$ cat src/rtl/hd44780_ctrl.sv
// HD44780 character LCD controller: power-on init, then mirrors a ROWS x COLS
// character buffer onto the display whenever the buffer has been written.
module hd44780_ctrl #(
  parameter int CLK_HZ = 50_000_000,
  parameter int COLS   = 16,
  parameter int ROWS   = 2,
  parameter bit BUS4   = 1'b0,
  parameter int AW     = $clog2(ROWS * COLS)
) (
  input  logic          clk,
  input  logic          rst,
  input  logic          wr_en,
  input  logic [AW-1:0] wr_addr,
  input  logic [7:0]    wr_char,
  output logic          busy,
  output logic          lcd_rs,
  output logic          lcd_rw,
  output logic          lcd_en,
  output logic [7:0]    lcd_data
);
  localparam int US      = CLK_HZ / 1_000_000;
  localparam int NCHARS  = ROWS * COLS;
  localparam int PWR_CYC = 15000 * US;
  localparam int EN_RAW  = (CLK_HZ + 1_999_999) / 2_000_000;
  localparam int EN_CYC  = (EN_RAW < 1) ? 1 : EN_RAW;
  localparam int CW      = $clog2(PWR_CYC + 1);
  localparam int INIT_N  = BUS4 ? 8 : 7;

  typedef enum logic [1:0] {PWR_WAIT, INIT, IDLE, REFRESH} state_t;
  typedef enum logic [2:0] {XF_IDLE, XF_SETUP, XF_EN, XF_HOLD, XF_WAIT} phase_t;

  state_t        state;
  phase_t        phase;
  logic [CW-1:0] cnt;
  logic [CW-1:0] xf_wait;
  logic [3:0]    xf_nib_lo;
  logic          xf_pair;
  logic          xf_lo;
  logic [3:0]    step;
  logic [2:0]    row;
  logic [5:0]    col;
  logic          on_cmd;
  logic          dirty;
  logic [7:0]    buf_mem [NCHARS];
  logic [AW-1:0] rd_addr;
  logic          wr_ok;

  logic          go;
  logic [7:0]    go_byte;
  logic          go_rs;
  logic          go_single;
  logic [CW-1:0] go_wait;

  assign lcd_rw  = 1'b0;
  assign wr_ok   = wr_en && (int'(wr_addr) < NCHARS);
  assign rd_addr = AW'(int'(row) * COLS + int'(col));

  function automatic logic [7:0] init_byte(input logic [3:0] i);
    case (i)
      4'd0, 4'd1, 4'd2: init_byte = 8'h30;
      4'd3:             init_byte = BUS4 ? 8'h20 : 8'h38;
      4'd4:             init_byte = BUS4 ? 8'h28 : 8'h0C;
      4'd5:             init_byte = BUS4 ? 8'h0C : 8'h01;
      4'd6:             init_byte = BUS4 ? 8'h01 : 8'h06;
      default:          init_byte = 8'h06;
    endcase
  endfunction

  function automatic logic [CW-1:0] init_wait(input logic [3:0] i);
    case (i)
      4'd0:    init_wait = CW'(4100 * US);
      4'd1:    init_wait = CW'(100 * US);
      4'd5:    init_wait = BUS4 ? CW'(40 * US) : CW'(1640 * US);
      4'd6:    init_wait = BUS4 ? CW'(1640 * US) : CW'(40 * US);
      default: init_wait = CW'(40 * US);
    endcase
  endfunction

  function automatic logic [7:0] row_off(input logic [2:0] r);
    case (r)
      3'd0:    row_off = 8'h00;
      3'd1:    row_off = 8'h40;
      3'd2:    row_off = 8'h14;
      default: row_off = 8'h54;
    endcase
  endfunction

  always_ff @(posedge clk or posedge rst) begin
    if (rst) begin
      for (int i = 0; i < NCHARS; i++) buf_mem[i] <= 8'h20;
    end else if (wr_ok) begin
      buf_mem[wr_addr] <= wr_char;
    end
  end

  // Next transfer request, evaluated only while the strobe engine is idle.
  always_comb begin
    go        = 1'b0;
    go_byte   = 8'h00;
    go_rs     = 1'b0;
    go_single = 1'b0;
    go_wait   = CW'(40 * US);
    if (phase == XF_IDLE) begin
      case (state)
        INIT: if (int'(step) < INIT_N) begin
          go        = 1'b1;
          go_byte   = init_byte(step);
          go_single = BUS4 && (step < 4'd4);
          go_wait   = init_wait(step);
        end
        REFRESH: if (int'(row) < ROWS) begin
          go      = 1'b1;
          go_rs   = !on_cmd;
          go_byte = on_cmd ? (8'h80 | row_off(row)) : buf_mem[rd_addr];
        end
        default: ;
      endcase
    end
  end

  always_ff @(posedge clk or posedge rst) begin
    if (rst) begin
      state     <= PWR_WAIT;
      phase     <= XF_IDLE;
      cnt       <= '0;
      xf_wait   <= '0;
      xf_nib_lo <= '0;
      xf_pair   <= 1'b0;
      xf_lo     <= 1'b0;
      step      <= '0;
      row       <= '0;
      col       <= '0;
      on_cmd    <= 1'b0;
      dirty     <= 1'b0;
      busy      <= 1'b1;
      lcd_rs    <= 1'b0;
      lcd_en    <= 1'b0;
      lcd_data  <= 8'h00;
    end else begin
      // Strobe engine: setup 2, enable EN_CYC, hold 2, then execute wait.
      case (phase)
        XF_IDLE: if (go) begin
          phase     <= XF_SETUP;
          cnt       <= '0;
          xf_nib_lo <= go_byte[3:0];
          xf_pair   <= BUS4 && !go_single;
          xf_lo     <= 1'b0;
          xf_wait   <= go_wait;
          lcd_rs    <= go_rs;
          lcd_data  <= BUS4 ? {go_byte[7:4], 4'h0} : go_byte;
        end
        XF_SETUP: if (cnt == CW'(1)) begin
          cnt    <= '0;
          lcd_en <= 1'b1;
          phase  <= XF_EN;
        end else cnt <= cnt + CW'(1);
        XF_EN: if (cnt == CW'(EN_CYC - 1)) begin
          cnt    <= '0;
          lcd_en <= 1'b0;
          phase  <= XF_HOLD;
        end else cnt <= cnt + CW'(1);
        XF_HOLD: if (cnt == CW'(1)) begin
          cnt <= '0;
          if (xf_pair && !xf_lo) begin
            xf_lo    <= 1'b1;
            lcd_data <= {xf_nib_lo, 4'h0};
            phase    <= XF_SETUP;
          end else begin
            lcd_data <= 8'h00;
            phase    <= XF_WAIT;
          end
        end else cnt <= cnt + CW'(1);
        XF_WAIT: if (cnt == xf_wait - CW'(1)) begin
          cnt   <= '0;
          phase <= XF_IDLE;
        end else cnt <= cnt + CW'(1);
        default: phase <= XF_IDLE;
      endcase

      case (state)
        PWR_WAIT: if (cnt == CW'(PWR_CYC - 1)) begin
          cnt   <= '0;
          step  <= '0;
          state <= INIT;
        end else cnt <= cnt + CW'(1);
        INIT: if (phase == XF_IDLE) begin
          if (go) step <= step + 4'd1;
          else begin
            state <= IDLE;
            busy  <= 1'b0;
            dirty <= 1'b1;
          end
        end
        IDLE: if (dirty) begin
          state  <= REFRESH;
          busy   <= 1'b1;
          dirty  <= 1'b0;
          row    <= '0;
          col    <= '0;
          on_cmd <= 1'b1;
        end
        REFRESH: if (phase == XF_IDLE) begin
          if (go) begin
            if (on_cmd) on_cmd <= 1'b0;
            else if (col == 6'(COLS - 1)) begin
              col    <= '0;
              row    <= row + 3'd1;
              on_cmd <= 1'b1;
            end else col <= col + 6'd1;
          end else begin
            state <= IDLE;
            busy  <= 1'b0;
          end
        end
        default: state <= PWR_WAIT;
      endcase

      // A write landing on the refresh-start cycle keeps the buffer dirty.
      if (wr_ok) dirty <= 1'b1;
    end
  end
endmodule

$ cat config.mk
export PLATFORM = sky130hd
export DESIGN_NAME = hd44780_ctrl
export DESIGN_NICKNAME = d
export VERILOG_FILES = /design/src/rtl/hd44780_ctrl.sv
export SDC_FILE = /design/constraint.sdc
export NUM_CORES = 1
export LEC_CHECK = 0
export ABC_AREA = 1
export CORE_MARGIN = 3
export CORE_UTILIZATION = 45
export DETAILED_ROUTE_END_ITERATION = 10
export DONT_BUFFER_PORTS = 1
export PLACE_DENSITY = 0.7
export SETUP_SLACK_MARGIN = 0.05
export SYNTH_ARGS = -nofsm -noshare
export SYNTH_HDL_FRONTEND = slang
export SYNTH_SLANG_ARGS = --single-unit
export TNS_END_PERCENT = 100
$ cat constraint.sdc
create_clock -name clk -period 23.8 [get_ports clk]
set_clock_uncertainty 0.05 [all_clocks]
set_input_delay 2.38 -clock clk [delete_from_list [all_inputs] [get_ports clk]]
set_output_delay 2.38 -clock clk [all_outputs]
set_load 0.02 [all_outputs]
* Word-level counts from Yosys, hierarchy flattened
Index checks and enable logic that the tools add are counted.
Operators by class: $add $sub $neg 6, $mul 0, div/mod/pow operators 0, magnitude comparators 5, equal/unequal tests 37, shift operators 0, muxes and demuxes 74, bitwise logic cells 2, reductions and logical operators 28
Operator list (count):
- $bwmux W256 | 1
- $mux W20 | 6
- $pmux W20 S4 | 1
- $mux W8 | 7
- $pmux W18 S3 | 1
- $bmux W8 S5 | 1
- $demux W8 S5 | 1
- $mux W18 | 2
- $mux W6 | 6
- $pmux W8 S2 | 2
- $mux W3 | 10
- $ne A2 B2 Y1 const B | 14
- $pmux W6 S4 | 1
- $pmux W7 S3 | 1
- $add A20 B1 Y20 const B | 1
- $eq A20 B1 Y1 const B | 1
- $eq A20 B20 Y1 | 1
- $eq A20 B20 Y1 const B | 1
- $eq A20 B5 Y1 const B | 1
- $sub A20 B1 Y20 const B | 1
- $mux W1 | 17
- $reduce_and A4 Y1 | 4
- $pmux W3 S5 | 1
- $ge A6 B6 Y1 const B | 2
- 41 further kinds | 68
Word-level totals: register bits after elaboration 327, latch bits 0, memory bits (writable) 0, bits in read-only memories 0, output and inout port bits 12, logic and storage cells 197, memories kept 0

* Longest topological paths before layout
depth after elaboration 10, gate-level depth with buffers 17, mapped depth without buffers 16

* Worst setup path after synthesis
Ideal clock, no wire load.
path type input to register, start point input wr_addr[2], end point register buf_mem[152] (netlist name), setup time 134 ps, data arrival time 3270 ps, data required time 23616 ps, slack 20346 ps, stages on the path 6, cells stage by stage inv_1 -> nor3_1 -> nand2_1 -> clkbuf_1 -> nand2_1 -> o21ai_0
On the way: cells in the longest elaborated chain, start to end 6, elaborated cells between the ends (all ways) 7
Ends and longest elaborated chain:
- start, declared | RTL line 13 | input logic [AW-1:0] wr_addr,
- $not A5 Y6 (not written as such) * | RTL line 92 | buf_mem[wr_addr] <= wr_char;
- $ge A6 B6 Y1 (not written as such) / $lt A6 B1 Y1 (equally long branches) | RTL line 92
- $logic_and A1 B1 Y1 (not written as such) | RTL line 92
- $mux W8 (not written as such) | RTL line 92
- $demux W8 S5 * | RTL line 92
- $bwmux W256 * | RTL line 92
- end signal, assigned by index | RTL line 92
- end, declared | RTL line 44 | logic [7:0] buf_mem [NCHARS];
Every way passes the cells marked *; elsewhere a longest branch is shown, timed or not. A chain may end at the register's enable or synchronous reset.

* Worst setup path after layout
start point input wr_addr[1], end point register buf_mem[220] (netlist name)
Same word-level chain as after synthesis.

==> out/metrics.yaml <==
status: "finished, final reports clean"
drtAntennaViolNets: 0
instances_no_fill: 2442
antenna_found_initial: 0
worst_slack_ns: 20.14
cts_inserted_buffers: 36
synthArstFlopShare_pct: 100
grt_pass1_vias: 13000
design.final.nets: 1990
diodes: 0
netlist_top_cells_area: "dfrtp_1, nand2_1, o21ai_0, dfstp_2, nor2_1"
clk_path_buf_depth: 3
grt_pass1_wl_mm: 68.5
synthAdderAreaFrac_pct: 1.10
maxSlewViolCount: 0
cts_tree: "done"
grt_usage_pct: 22.1
synth_area_um2: 15900
avgSynthCellArea_um2: 7.80
dr.pass1.iters: 5
leakagePower_nw: 8.00
clock_latency_ns: 0.54
dr.first_iter.drc_count: 1420
hold_violations: 0
synth_top_cells_by_count: "nand2_1, o21ai_0, dfrtp_1, nor2_1, inv_1"
netlist.area_leader.share_pct: 44.7
finalCritPeriodShare_pct: 15.4
ys.flop_type: "dfrtp_1"
clock-root-buffer: "clkbuf_16"
ys_ff_latch: 317
r2r-end: "lcd_data[3]"
syn_inst: 2038
synthesis.nets: 2068
period_needed_ns: 3.66
fmax_mhz: 273
slew_headroom_pct: 18.9
tightest_slew_ns: 1.21
holdCritPathClass: "register to register"
die_area_um2: 37600
utilization_pct: 49.4
rows: 68
dp_hpwl_mm: 25.8
dieHeight_um: 194
required_ns: 24.10
core_um2: 34700
syn_to_final_growth_pct: 7.91
die_w_um: 194
io_pins: 28
drt-total-wl_mm: 42.3
initial_core_util_pct: 45.8
setup_viol: 0
yosys_warnings: 0
ff2ff_path_depth: 12
worstPathArrival_ns: 3.96
drive_gt1_share_pct: 6.95
nFillCells: 3304
start_kind: "input port"
cts_hold_buf: 0
holdWs_ns: 0.429
powerDensity_nw_per_um2: 78.1
cap_violations: 0
synth-xor-area-share_pct: 1.16
port_buffers: 0
crit_path_start: "wr_addr[1]"
grt_max_degree: 187
end_kind: "register"
cts_num_sinks: 317
rsz0062_at_grt: "no"
dp_cells: 2377
place_congestion: 0.860
dp_slack_ns: 19.61
ys_types: 48
cts_max_level: 2
wl_per_cell_um: 17.3
synth_edf_count: 0
via_count: 13700
synth_top_family_by_area: "simple AND/OR/NAND/NOR gates"
post_cts_buffers: 0
r2r_start: "col[0]"
drc_errors: 0
ir_drop_v: 0.0000416
synth.most_common_cell: "nand2_1"
synth_compound_area_share_pct: 17.1
critPathMaxFanout: 16
criticalPathCategory: "input port to register"
endpoint: "buf_mem[220]"
fin_tns_setup_ns: 0
yosys.area_share.simple_pct: 23.9
reg2reg_slack_ns: 20.23
overflow: 0
yosysTopAreaCell: "dfrtp_1"
cts_resized: 0
synth_mux_area_share_pct: 0
via_per_inst: 5.60
yosysSeqAreaShare_pct: 50.2
path_clk_slew_ns: 0.06
## stage by stage
| step | cell area, um^2 | total power [mW] |
|---|---|---|
| floorplan | 15900 | 0.769 |
| global placement | 16000 | 0.796 |
| detailed placement | 16000 | 0.806 |
| CTS | 17200 | 1.35 |
| global route | 17200 | 1.40 |
| finish | 17200 | 1.34 |
## how the worst min path moves through the flow
stage,endpoint,start,slack (ns),depth (start not counted)
after detailed placement,buf_mem[116],buf_mem[116],0.42,2
final,buf_mem[210],buf_mem[210],0.43,2
after CTS,buf_mem[116],buf_mem[116],0.43,2
after floorplan,buf_mem[104],buf_mem[104],0.40,2
after global routing,buf_mem[84],buf_mem[84],0.45,2
after global placement,buf_mem[179],buf_mem[179],0.41,2
## critical path: stages
cell and delay (ns):
nor3_2 0.72, nand2_1 0.57, nand2_1 0.19, o21ai_0 0.10
## registers in the layout (all words and copies together), names as in the netlist
register,count
xf_wait,10
on_cmd,1
dirty,1
row,3
lcd_data,8
phase,3
state,2
busy,1
col,6
lcd_en,1
lcd_rs,1
buf_mem,256
step,4
cnt,20
## layout make-up
cell class	count	area (um^2)	area share, %
Timing Repair Buffer	7	65.1	0.379
Sequential cell	317	7980	46.5
Multi-Input combinational cell	1464	6880	40.1
Clock inverter	7	71.3	0.416
Clock buffer	58	1070	6.27
Tap cell	455	569	3.32
Inverter	134	510	2.98
## cells in the final DEF (no fill, tap or decap), types with 3 or more instances in the layout
cell type / count
clkbuf_16: 37
clkbuf_8: 7
o21ai_1: 4
nor2_1: 212
nand2_1: 549
nor2_4: 4
nand3_1: 89
clkinv_2: 3
nor4_1: 10
o211ai_1: 11
xnor2_1: 6
inv_1: 124
xor2_1: 15
nor3_1: 13
o22ai_1: 43
clkinv_1: 3
ha_1: 14
dfrtp_1: 282
a21oi_1: 38
buf_4: 6
nand2_2: 9
o221ai_1: 8
inv_2: 6
dfstp_2: 33
o21ai_0: 397
nand4_1: 6
nor3_2: 6
clkbuf_1: 14
nor2_2: 6
## routing by layer
layer	track usage, %	vias up	wire length, um
met2	36.8	470	19900
met4	7.02	0	1120
met3	3.44	79	2560
met1	29.9	6607	18700
met5	0	-	0
li1	-	6525	-
## where the power goes
part           switching (mW)  total, mW  internal, mW
combinational          0.0780      0.127        0.0493
clock                   0.221      0.542         0.321
sequential             0.0421      0.671         0.629
total                   0.341       1.34         0.999
## cells by family (layout without fill, tap and decap cells)
family / after synthesis / in the layout
buffers and inverters: 257 / 206
other: 1 / 1
flip-flops: 317 / 317
AND/OR/NAND/NOR: 915 / 915
adder cells (fa/ha/maj): 14 / 14
AO/OA/AOI/OAI: 513 / 513
XOR/XNOR: 21 / 21
(Power assumes the default switching activity.)
